`config.mk`:
```
export PLATFORM = sky130hd
export DESIGN_NAME = cal_kl_req
export DESIGN_NICKNAME = d
export VERILOG_FILES = /design/src/rtl/smem_pkg.sv /design/src/rtl/cal_kl_req_credit.sv /design/src/rtl/cal_kl_req.sv
export SDC_FILE = /design/constraint.sdc
export NUM_CORES = 1
export LEC_CHECK = 0
export CORE_AREA = 2 2 432 434
export CTS_BUF_LIST = sky130_fd_sc_hd__clkbuf_4
export DETAILED_ROUTE_END_ITERATION = 12
export DIE_AREA = 0 0 434 436
export PLACE_DENSITY = 0.4
export SETUP_SLACK_MARGIN = 0.1
export SLEW_MARGIN = 5
export SYNTH_ARGS = -nofsm -noshare
export SYNTH_HDL_FRONTEND = slang
export SYNTH_SLANG_ARGS = --single-unit
```
`constraint.sdc`:
```
create_clock -name clk -period 3.6 [get_ports clk]
set_clock_uncertainty 0.15 [all_clocks]
set_input_delay 0.72 -clock clk [delete_from_list [all_inputs] [get_ports clk]]
set_output_delay 0.72 -clock clk [all_outputs]
set_load 0.03 [all_outputs]
```
`src/rtl/smem_pkg.sv`:
```
// Shared definitions for the SMEM backward K/L stage.
//   - token status codes
//   - slot state encoding
//   - kl_calc: backward k/l bounds adjusted around primary
//   - line_addr: cache-line request address from a k/l bound
// Arithmetic is carried in 64 bits and masked to the caller's SA width, so
// any SA_W up to 64 wraps exactly as a native SA_W-bit datapath would.
package smem_pkg;

  localparam logic [5:0] F_INIT  = 6'h00;
  localparam logic [5:0] F_RUN   = 6'h01;
  localparam logic [5:0] F_BREAK = 6'h02;
  localparam logic [5:0] BCK_INI = 6'h04;
  localparam logic [5:0] BCK_RUN = 6'h05;
  localparam logic [5:0] BCK_END = 6'h06;
  localparam logic [5:0] BUBBLE  = 6'h30;

  typedef enum logic {S_EMPTY, S_LOADED} slot_t;

  typedef struct packed {
    logic [63:0] k;
    logic [63:0] l;
  } kl_t;

  // kt = x0-1, lt = kt+x2; each bound steps down once more when it lies at or
  // past primary (the sentinel row is not stored in the occurrence table).
  function automatic kl_t kl_calc(input logic [63:0] x0, input logic [63:0] x2,
                                  input logic [63:0] primary, input logic [63:0] mask);
    logic [63:0] kt, lt;
    kl_t r;
    kt  = (x0 - 64'd1) & mask;
    lt  = (kt + x2) & mask;
    r.k = (kt >= primary) ? ((kt - 64'd1) & mask) : kt;
    r.l = (lt >= primary) ? ((lt - 64'd1) & mask) : lt;
    return r;
  endfunction

  // Drop the in-line offset, keep `bits` of line index, pad below with zeros.
  function automatic logic [63:0] line_addr(input logic [63:0] v, input int shift,
                                            input int bits, input int pad);
    logic [63:0] idx;
    idx = (v >> shift) & ((64'd1 << bits) - 64'd1);
    return idx << pad;
  endfunction

endpackage

```
`src/rtl/cal_kl_req_credit.sv`:
```
// req_credit_ctr: outstanding-request credit counter and request mask.
//   clk, rst      clock, async active-low reset
//   req_raw       slot wants to issue a request
//   req_ready     memory channel ready
//   rsp_ack       one completed request (returns a credit)
//   req_valid     request presented to memory (req_raw unless out of credit)
//   req_fire      request handshake completes this cycle
module req_credit_ctr #(
  parameter int MAX_OUT = 8,
  parameter int CNT_W   = $clog2(MAX_OUT + 1)
) (
  input  logic clk,
  input  logic rst,
  input  logic req_raw,
  input  logic req_ready,
  input  logic rsp_ack,
  output logic req_valid,
  output logic req_fire
);

  logic [CNT_W-1:0] cnt;
  logic             full, dec;

  // A same-cycle ack frees the credit this request would need.
  assign full      = (cnt == CNT_W'(MAX_OUT));
  assign req_valid = req_raw & ~(full & ~rsp_ack);
  assign req_fire  = req_valid & req_ready;
  // Acks with nothing outstanding are dropped rather than underflowing.
  assign dec       = rsp_ack & (cnt != '0);

  always_ff @(posedge clk or negedge rst) begin
    if (!rst)                 cnt <= '0;
    else if (req_fire & ~dec) cnt <= cnt + CNT_W'(1);
    else if (dec & ~req_fire) cnt <= cnt - CNT_W'(1);
  end

endmodule

```
`src/rtl/cal_kl_req.sv`:
```
// cal_kl_req: backward K/L calculation stage of the SMEM pipeline.
// Takes one interval token, computes k/l around primary, issues one or two
// occurrence-table line reads (one when k and l share a line) under credit
// control, and forwards the token downstream.
//   in_*   : input token handshake and fields
//   out_*  : registered output token handshake and fields
//   req_*  : memory line-read request channel
//   rsp_ack: one pulse per completed memory request
module cal_kl_req
  import smem_pkg::*;
#(
  parameter int SA_W       = 64,
  parameter int SZ_W       = 7,
  parameter int META_W     = 128,
  parameter int ADDR_W     = 42,
  parameter int LINE_SHIFT = 7,
  parameter int LINE_BITS  = 28,
  parameter int LINE_PAD   = 4,
  parameter int MAX_OUT    = 8
) (
  input  logic              clk,
  input  logic              rst,
  input  logic              in_valid,
  output logic              in_ready,
  input  logic [5:0]        in_status,
  input  logic              in_finish,
  input  logic [SA_W-1:0]   in_x0,
  input  logic [SA_W-1:0]   in_x1,
  input  logic [SA_W-1:0]   in_x2,
  input  logic [SA_W-1:0]   in_info,
  input  logic [SA_W-1:0]   in_primary,
  input  logic [SZ_W-1:0]   in_mem_wr_addr,
  input  logic [META_W-1:0] in_meta,
  output logic              out_valid,
  input  logic              out_ready,
  output logic [5:0]        out_status,
  output logic [SA_W-1:0]   out_k,
  output logic [SA_W-1:0]   out_l,
  output logic [SA_W-1:0]   out_x0,
  output logic [SA_W-1:0]   out_x1,
  output logic [SA_W-1:0]   out_x2,
  output logic [SA_W-1:0]   out_info,
  output logic [SA_W-1:0]   out_primary,
  output logic [SZ_W-1:0]   out_mem_size,
  output logic              out_finish,
  output logic [META_W-1:0] out_meta,
  output logic              out_same_line,
  output logic              req_valid,
  input  logic              req_ready,
  output logic [ADDR_W-1:0] req_addr,
  input  logic              rsp_ack
);

  localparam logic [63:0] SA_MASK = 64'((65'd1 << SA_W) - 65'd1);

  slot_t             state_q, state_d;
  logic              out_pend;     // token not yet taken downstream
  logic [1:0]        req_left;     // requests still to issue (2 = k next)
  logic [5:0]        eff_status;
  logic              is_bck, is_end, keep, load;
  logic              in_fire, out_fire, req_fire, req_raw;
  logic              out_done, req_done, retire;
  kl_t               kl;
  logic [SA_W-1:0]   new_k, new_l;
  logic              new_same;
  logic [META_W-1:0] end_meta;

  // ---------------- input decode / k,l compute ----------------
  assign eff_status = in_finish ? BCK_END : in_status;
  assign is_bck     = (eff_status == BCK_INI) || (eff_status == BCK_RUN);
  assign is_end     = (eff_status == BCK_END);
  assign keep       = is_bck | is_end;   // other statuses are swallowed

  assign kl       = kl_calc(64'(in_x0), 64'(in_x2), 64'(in_primary), SA_MASK);
  assign new_k    = SA_W'(kl.k);
  assign new_l    = SA_W'(kl.l);
  assign new_same = line_addr(64'(new_k), LINE_SHIFT, LINE_BITS, LINE_PAD) ==
                    line_addr(64'(new_l), LINE_SHIFT, LINE_BITS, LINE_PAD);

  // Finish tokens carry only read_num through.
  always_comb begin
    end_meta      = '0;
    end_meta[8:0] = in_meta[8:0];
  end

  // ---------------- handshakes ----------------
  assign out_valid = (state_q == S_LOADED) & out_pend;
  assign req_raw   = (state_q == S_LOADED) & (req_left != 2'd0);
  assign out_fire  = out_valid & out_ready;

  // The two completion conditions are independent; the slot frees once both hold.
  assign out_done  = ~out_pend | out_fire;
  assign req_done  = (req_left == 2'd0) | ((req_left == 2'd1) & req_fire);
  assign retire    = (state_q == S_LOADED) & out_done & req_done;
  assign in_ready  = (state_q == S_EMPTY) | retire;
  assign in_fire   = in_valid & in_ready;
  assign load      = in_fire & keep;

  // For a merged token l shares k's line, so l-side addressing covers both.
  assign req_addr = ADDR_W'(line_addr(64'((req_left == 2'd2) ? out_k : out_l),
                                      LINE_SHIFT, LINE_BITS, LINE_PAD));

  req_credit_ctr #(.MAX_OUT(MAX_OUT)) u_credit (
    .clk      (clk),
    .rst      (rst),
    .req_raw  (req_raw),
    .req_ready(req_ready),
    .rsp_ack  (rsp_ack),
    .req_valid(req_valid),
    .req_fire (req_fire)
  );

  // ---------------- slot FSM ----------------
  always_ff @(posedge clk or negedge rst) begin
    if (!rst) state_q <= S_EMPTY;
    else      state_q <= state_d;
  end

  always_comb begin
    state_d = state_q;
    case (state_q)
      S_EMPTY:  if (load)   state_d = S_LOADED;
      S_LOADED: if (retire) state_d = load ? S_LOADED : S_EMPTY;
      default:              state_d = S_EMPTY;
    endcase
  end

  // ---------------- token registers ----------------
  always_ff @(posedge clk or negedge rst) begin
    if (!rst) begin
      out_pend      <= 1'b0;
      req_left      <= 2'd0;
      out_status    <= BUBBLE;
      out_finish    <= 1'b0;
      out_mem_size  <= '0;
      out_k         <= '0;
      out_l         <= '0;
      out_x0        <= '0;
      out_x1        <= '0;
      out_x2        <= '0;
      out_info      <= '0;
      out_primary   <= '0;
      out_meta      <= '0;
      out_same_line <= 1'b0;
    end else if (load) begin
      out_pend      <= 1'b1;
      req_left      <= is_end ? 2'd0 : (new_same ? 2'd1 : 2'd2);
      out_status    <= is_end ? BUBBLE : BCK_RUN;
      out_finish    <= is_end;
      out_mem_size  <= (eff_status == BCK_INI) ? '0 : in_mem_wr_addr;
      out_k         <= is_end ? '0 : new_k;
      out_l         <= is_end ? '0 : new_l;
      out_x0        <= is_end ? '0 : in_x0;
      out_x1        <= is_end ? '0 : in_x1;
      out_x2        <= is_end ? '0 : in_x2;
      out_info      <= is_end ? '0 : in_info;
      out_primary   <= is_end ? '0 : in_primary;
      out_meta      <= is_end ? end_meta : in_meta;
      out_same_line <= is_end ? 1'b0 : new_same;
    end else begin
      if (out_fire) out_pend <= 1'b0;
      if (req_fire) req_left <= req_left - 2'd1;
    end
  end

endmodule

```
Word level (Yosys, flattened, before mapping). Index checks and enable logic that the tools add are counted.

Bits of input ports: 468. Register bits: 599. Output and inout port bits: 636.

Magnitude comparators: 2. Bitwise logic cells: 24. Add/subtract/negate cells: 7. Reduce and logical (&&, ||, !) cells: 7. Equality and inequality tests: 7. Muxes and demuxes: 26.

Operators by type and width (number): $mux 64 (9); $sub 64x1->64 const B (3); $ge 64x64->1 (2); $mux 128 (1); $add 64x64->64 (1); $mux 35 (1); $eq 28x28->1 (1); $eq 6x3->1 const B (3); $and 1x1->1 (14); $mux 6 (2); $mux 2 (4); $mux 4 (2); $reduce_bool 2->1 (4); $mux 7 (1); $not 1->1 (6); $mux 1 (5); $add 4x1->4 const B (1); $eq 4x4->1 const B (1); $or 1x1->1 (4); $reduce_bool 4->1 (1); $sub 4x1->4 const B (1); $eq 2x1->1 const B (1); $eq 2x2->1 const B (1); $logic_not 2->1 (1); other kinds (3) (3).

Longest topological paths before layout.
Depth in word-level cells: 14. Gate-level depth with buffers: 37.

Hierarchy. From an unflattened synthesis, not the netlist that was laid out.

Cell total of the unflattened synthesis: 4291. Area total of the unflattened synthesis: 36247.3 µm².

By module, submodules not included: cal_kl_req (cells each 4258, area each 35928.2 µm², times used 1); req_credit_ctr (cells each 33, area each 319.1 µm², times used 1).

Least setup slack after synthesis. No wires, ideal clock.

Path type: input to register. Start point: input in_x0[30]. End point: register req_left[0]. Setup slack: -6162 ps. Required time: 3383 ps. Setup time: 67 ps. Stages: 35. Arrival time: 9545 ps. Cells stage by stage: or4_1 -> or4b_2 -> clkbuf_1 -> or3_1 -> nor4_1 -> buf_2 -> nand2_1 -> xor2_1 -> inv_1 -> ha_1 -> inv_1 -> o21bai_1 -> a21o_1 -> a21o_1 -> a21o_1 -> o41ai_1 -> o31a_1 -> o21bai_1 -> a21oi_1 -> xor2_1 -> ha_1 -> nand4_1 -> nor4_1 -> and3_1 -> o311a_1 -> a221oi_1 -> a211o_1 -> or4_4 -> buf_6 -> or4_1 -> xor2_1 -> xnor2_1 -> or3b_2 -> or4_1 -> nand2_1.

Longest elaborated chain between the ends: 8. Elaborated cells on any way between the ends: 12. Those cells by class: add/sub (4); order compare (2); eq/ne (1); mux (5).

Ends and longest elaborated chain: from (decl) (line cal_kl_req.sv:27) `input logic [SA_W-1:0] in_x0,`; $sub 64x1->64 (*) (line smem_pkg.sv:31) `kt = (x0 - 64'd1) & mask;`; $add 64x64->64 (line smem_pkg.sv:32) `lt = (kt + x2) & mask;`; $sub 64x1->64 or $ge 64x64->1 (tied branches) (line smem_pkg.sv:34) `r.l = (lt >= primary) ? ((lt - 64'd1) & mask) : lt;`; $mux 64 (line smem_pkg.sv:34); $eq 28x28->1 (*) (line cal_kl_req.sv:77) `assign new_same = line_addr(64'(new_k), LINE_SHIFT, LINE_BITS, LINE_PAD) ==`; $mux 2 (*) (2 in series) (line cal_kl_req.sv:147) `req_left <= is_end ? 2'd0 : (new_same ? 2'd1 : 2'd2);`; $mux 2 (*) (line cal_kl_req.sv:145) `end else if (load) begin`; to (signal assigned) (line cal_kl_req.sv:147); to (signal assigned) (line cal_kl_req.sv:162) `if (req_fire) req_left <= req_left - 2'd1;`; to (decl) (line cal_kl_req.sv:58) `logic [1:0] req_left;`.

Every way passes the cells marked *; elsewhere a longest branch is shown, timed or not. A chain may end at the register's enable or synchronous reset.

Worst setup path in the final report.
Start point: input in_x0[29]. End point: register out_same_line.

Longest elaborated chain between the ends: 6. Elaborated cells on any way between the ends: 10. Those cells by class: add/sub (4); order compare (2); eq/ne (1); mux (3).

Ends and longest elaborated chain: $sub 64x1->64 (*) (line smem_pkg.sv:31); $add 64x64->64 (line smem_pkg.sv:32); $sub 64x1->64 or $ge 64x64->1 (tied branches) (line smem_pkg.sv:34); $mux 64 (line smem_pkg.sv:34); $eq 28x28->1 (*) (line cal_kl_req.sv:77); $mux 1 (*) (line cal_kl_req.sv:159) `out_same_line <= is_end ? 1'b0 : new_same;`; to (signal assigned) (line cal_kl_req.sv:159); to (decl) (line cal_kl_req.sv:47) `output logic out_same_line,`.

Marked as above.

==> results <==
==> per-stage QoR <==
stage          hold slack [ns]  TNS [ns]  std cells  utilization
2_1_floorplan            0.274   -393.72       3476            -
3_3_place_gp             0.308   -627.60       7872        0.308
3_5_place_dp             0.307   -625.64       7872        0.308
4_1_cts                0.00828   -358.27       8745        0.357
5_1_grt                -0.0249   -384.53       8805        0.366
6_report                0.0325   -372.58       8806        0.366
==> logic make-up after synthesis <==
group | Yosys count | synth area share
other | 1 | 0.000109
adder cells (fa/ha/maj) | 205 | 0.0753
multiplexers | 43 | 0.0140
AO/OA/AOI/OAI | 1043 | 0.221
AND/OR/NAND/NOR | 971 | 0.145
XOR/XNOR | 244 | 0.0671
buffers and inverters | 359 | 0.0426
flip-flops | 595 | 0.435
==> what timing repair did <==
item                                   CTS  global route
setup endpoints to repair              216           178
hold buffers                           414             2
pin swaps                              128           155
gates cloned                             3             0
resized for setup                      367           287
endpoints found under the hold margin  977             3
buffers inserted                       155            53
==> worst max-delay path, delay by kind of cell <==
family / cells / cell delay (ns)
buffers and inverters: 7 / 0.88
AND/OR/NAND/NOR: 13 / 4.13
adder cells (fa/ha/maj): 2 / 0.51
XOR/XNOR: 2 / 0.28
AO/OA/AOI/OAI: 13 / 2.48
==> area by class of cell <==
class | instances | area [sq um]
inverter | 143 | 547
multi-input combinational | 2522 | 21100
sequential | 595 | 14900
timing repair buffer | 2739 | 25600
clock inverter | 63 | 359
clock buffer | 245 | 1840
fill | 18915 | 117000
tap | 2480 | 3100
antenna | 19 | 47.5
==> metal layers <==
| layer | wire length, um | global-route usage | vias to the layer above |
|---|---|---|---|
| li1 | - | - | 18295 |
| met1 | 82400 | 0.244 | 19100 |
| met2 | 104000 | 0.371 | 1024 |
| met3 | 9230 | 0.0369 | 316 |
| met4 | 9360 | 0.0979 | 4 |
| met5 | 32 | 0 | - |
==> registers in the layout (all words and copies together) (netlist names) <==
register / count
out_l: 64
out_x2: 64
out_info: 64
out_mem_size: 7
u_credit.cnt: 4
out_meta: 128
out_x1: 64
out_finish: 1
out_same_line: 1
out_status: 2
out_x0: 64
out_pend: 1
state_q: 1
out_k: 64
out_primary: 64
req_left: 2
==> cells in the mapped netlist (36+ instances only) <==
| library cell | count | area (sq um) |
|---|---|---|
| clkbuf_1 | 175 | 657 |
| xor2_1 | 79 | 692 |
| nor4_1 | 48 | 300 |
| nor2_1 | 149 | 559 |
| dfrtp_1 | 594 | 14900 |
| mux2_2 | 40 | 450 |
| a22o_1 | 407 | 3560 |
| nand2_1 | 346 | 1300 |
| nand4_1 | 59 | 369 |
| a21o_1 | 36 | 270 |
| o21ai_0 | 241 | 1210 |
| ha_1 | 203 | 2540 |
| a21oi_1 | 146 | 731 |
| inv_1 | 143 | 537 |
| nand3_1 | 62 | 310 |
| nor3_1 | 87 | 435 |
| xnor2_1 | 153 | 1340 |
==> power by group through the flow <==
stage	combinational, W	clock [W]	sequential (W)
after floorplan	0.00309	0	0.00823
after global placement	0.00857	0	0.00754
after detailed placement	0.00859	0	0.00755
after CTS	0.00943	0.00706	0.00743
after global routing	0.0103	0.00741	0.00749
final	0.00968	0.00671	0.00744
==> how the worst min path moves through the flow <==
stage,endpoint
floorplan,out_finish
global placement,out_l[38]
detailed placement,out_l[38]
CTS,out_x0[20]
global route,out_k[6]
finish,out_k[6]
==> metrics.cfg <==
[power]
combinationalPowerShare=0.406
seqPwrFrac=0.312
ir_worst_vdd_mv=0.260
switching_share=0.368
pwr-share-clk=0.282
leakagePower_nw=30.3
p_sw_w=0.00876
power_density_nw_per_um2=353
internal_power_w=0.0151
finalPower_w=0.0238

[worst_setup_path]
startpoint_type=input pin
worst_path_max_delay_cell=or4_4
slowest_delay_ns=0.58
crit_path_end=out_same_line
ff2ff_path_depth=14
timing.rr.start=req_left[1]
required_ns=4.59
end_kind=flip-flop
timing.rr.end=out_x0[2]
cp_max_fo=4
r2r_slack_ns=0.32
cp.arrival_ns=9.04
startpoint=in_x0[29]
critPathKind=input pin to flip-flop

[cells_and_area]
final_common_cell=buf_4
design_area_sq_um=67500
syn2layout_area_growth_pct=97.1
nets=6858
layout-drive-gt1-share=0.323
layout_common_cells=1,085 x buf_4, 1,033 x clkdlybuf4s50_1, 594 x dfrtp_1

[clocking]
cts_tree=built
cts_buffer_depth=3
cts_max_level=4
cts_root_buffer=clkbuf_4
cts.sinks=595
clkTransAtPathRegs_ns=0.06
cts_buffers=184
clkLatencyLatePin_ns=1.23

[min_path]
min_path_type=input pin to flip-flop
worstHoldPathCells=5
hold_path.startpoint=in_x0[5]

[synthesis]
synth_edf_count=0
avgSynthCellArea_sq_um=9.90
yosys_most_used_dff=dfrtp_1
synth_warnings=0
yosys_register_bits=595
async_flop_share=1.00
netlist_area_sq_um=34200
ys_seq_area_frac=0.435
synth_cell_type_count=103
syn_inst=3461

[placed_design]
dpl.hpwl_um=165000
gp_congestion=0.908
placed_cell_area_sq_um=56800
pre_cts_ws_ns=-6.47
portBuffers=1087

[detailed_routing]
remaining_drc_errors=0
drt-total-wl_um=205000
wl_per_cell_um=23.3
via_count=38739
via_per_inst=4.40
drt_iter0_markers=1795
ant_nets=0
dr.pass1.iters=5

[timing]
setup_violations=132
post-route-period-util=2.24
max_freq_ghz=0.124
relSlewSlack=0.411
period_minus_slack_ns=8.05
setup_ws_ns=-4.45
max_slew.worst_pin.slew_ns=0.883
rsz0062_at_grt=yes
final-hold-violation-count=0
slew_viol_final=0

[status]
violations=setup timing
status=complete, but fails checks

[global_routing]
grt_use_total=0.210
antenna_found_initial=24
grt_pass1_wl_um=289000
grt_pass1_vias=40372
grt_overflow_total=0
grt_max_degree=143

[job]
maxCapViolCount=0

[floorplanning]
rows=158
coreArea_sq_um=185000
start_util=0.185
dieArea_sq_um=189000
boundaryPins=1104
die_x_um=434
die_y_um=436

No activity file was read; power rests on OpenSTA's default activity.
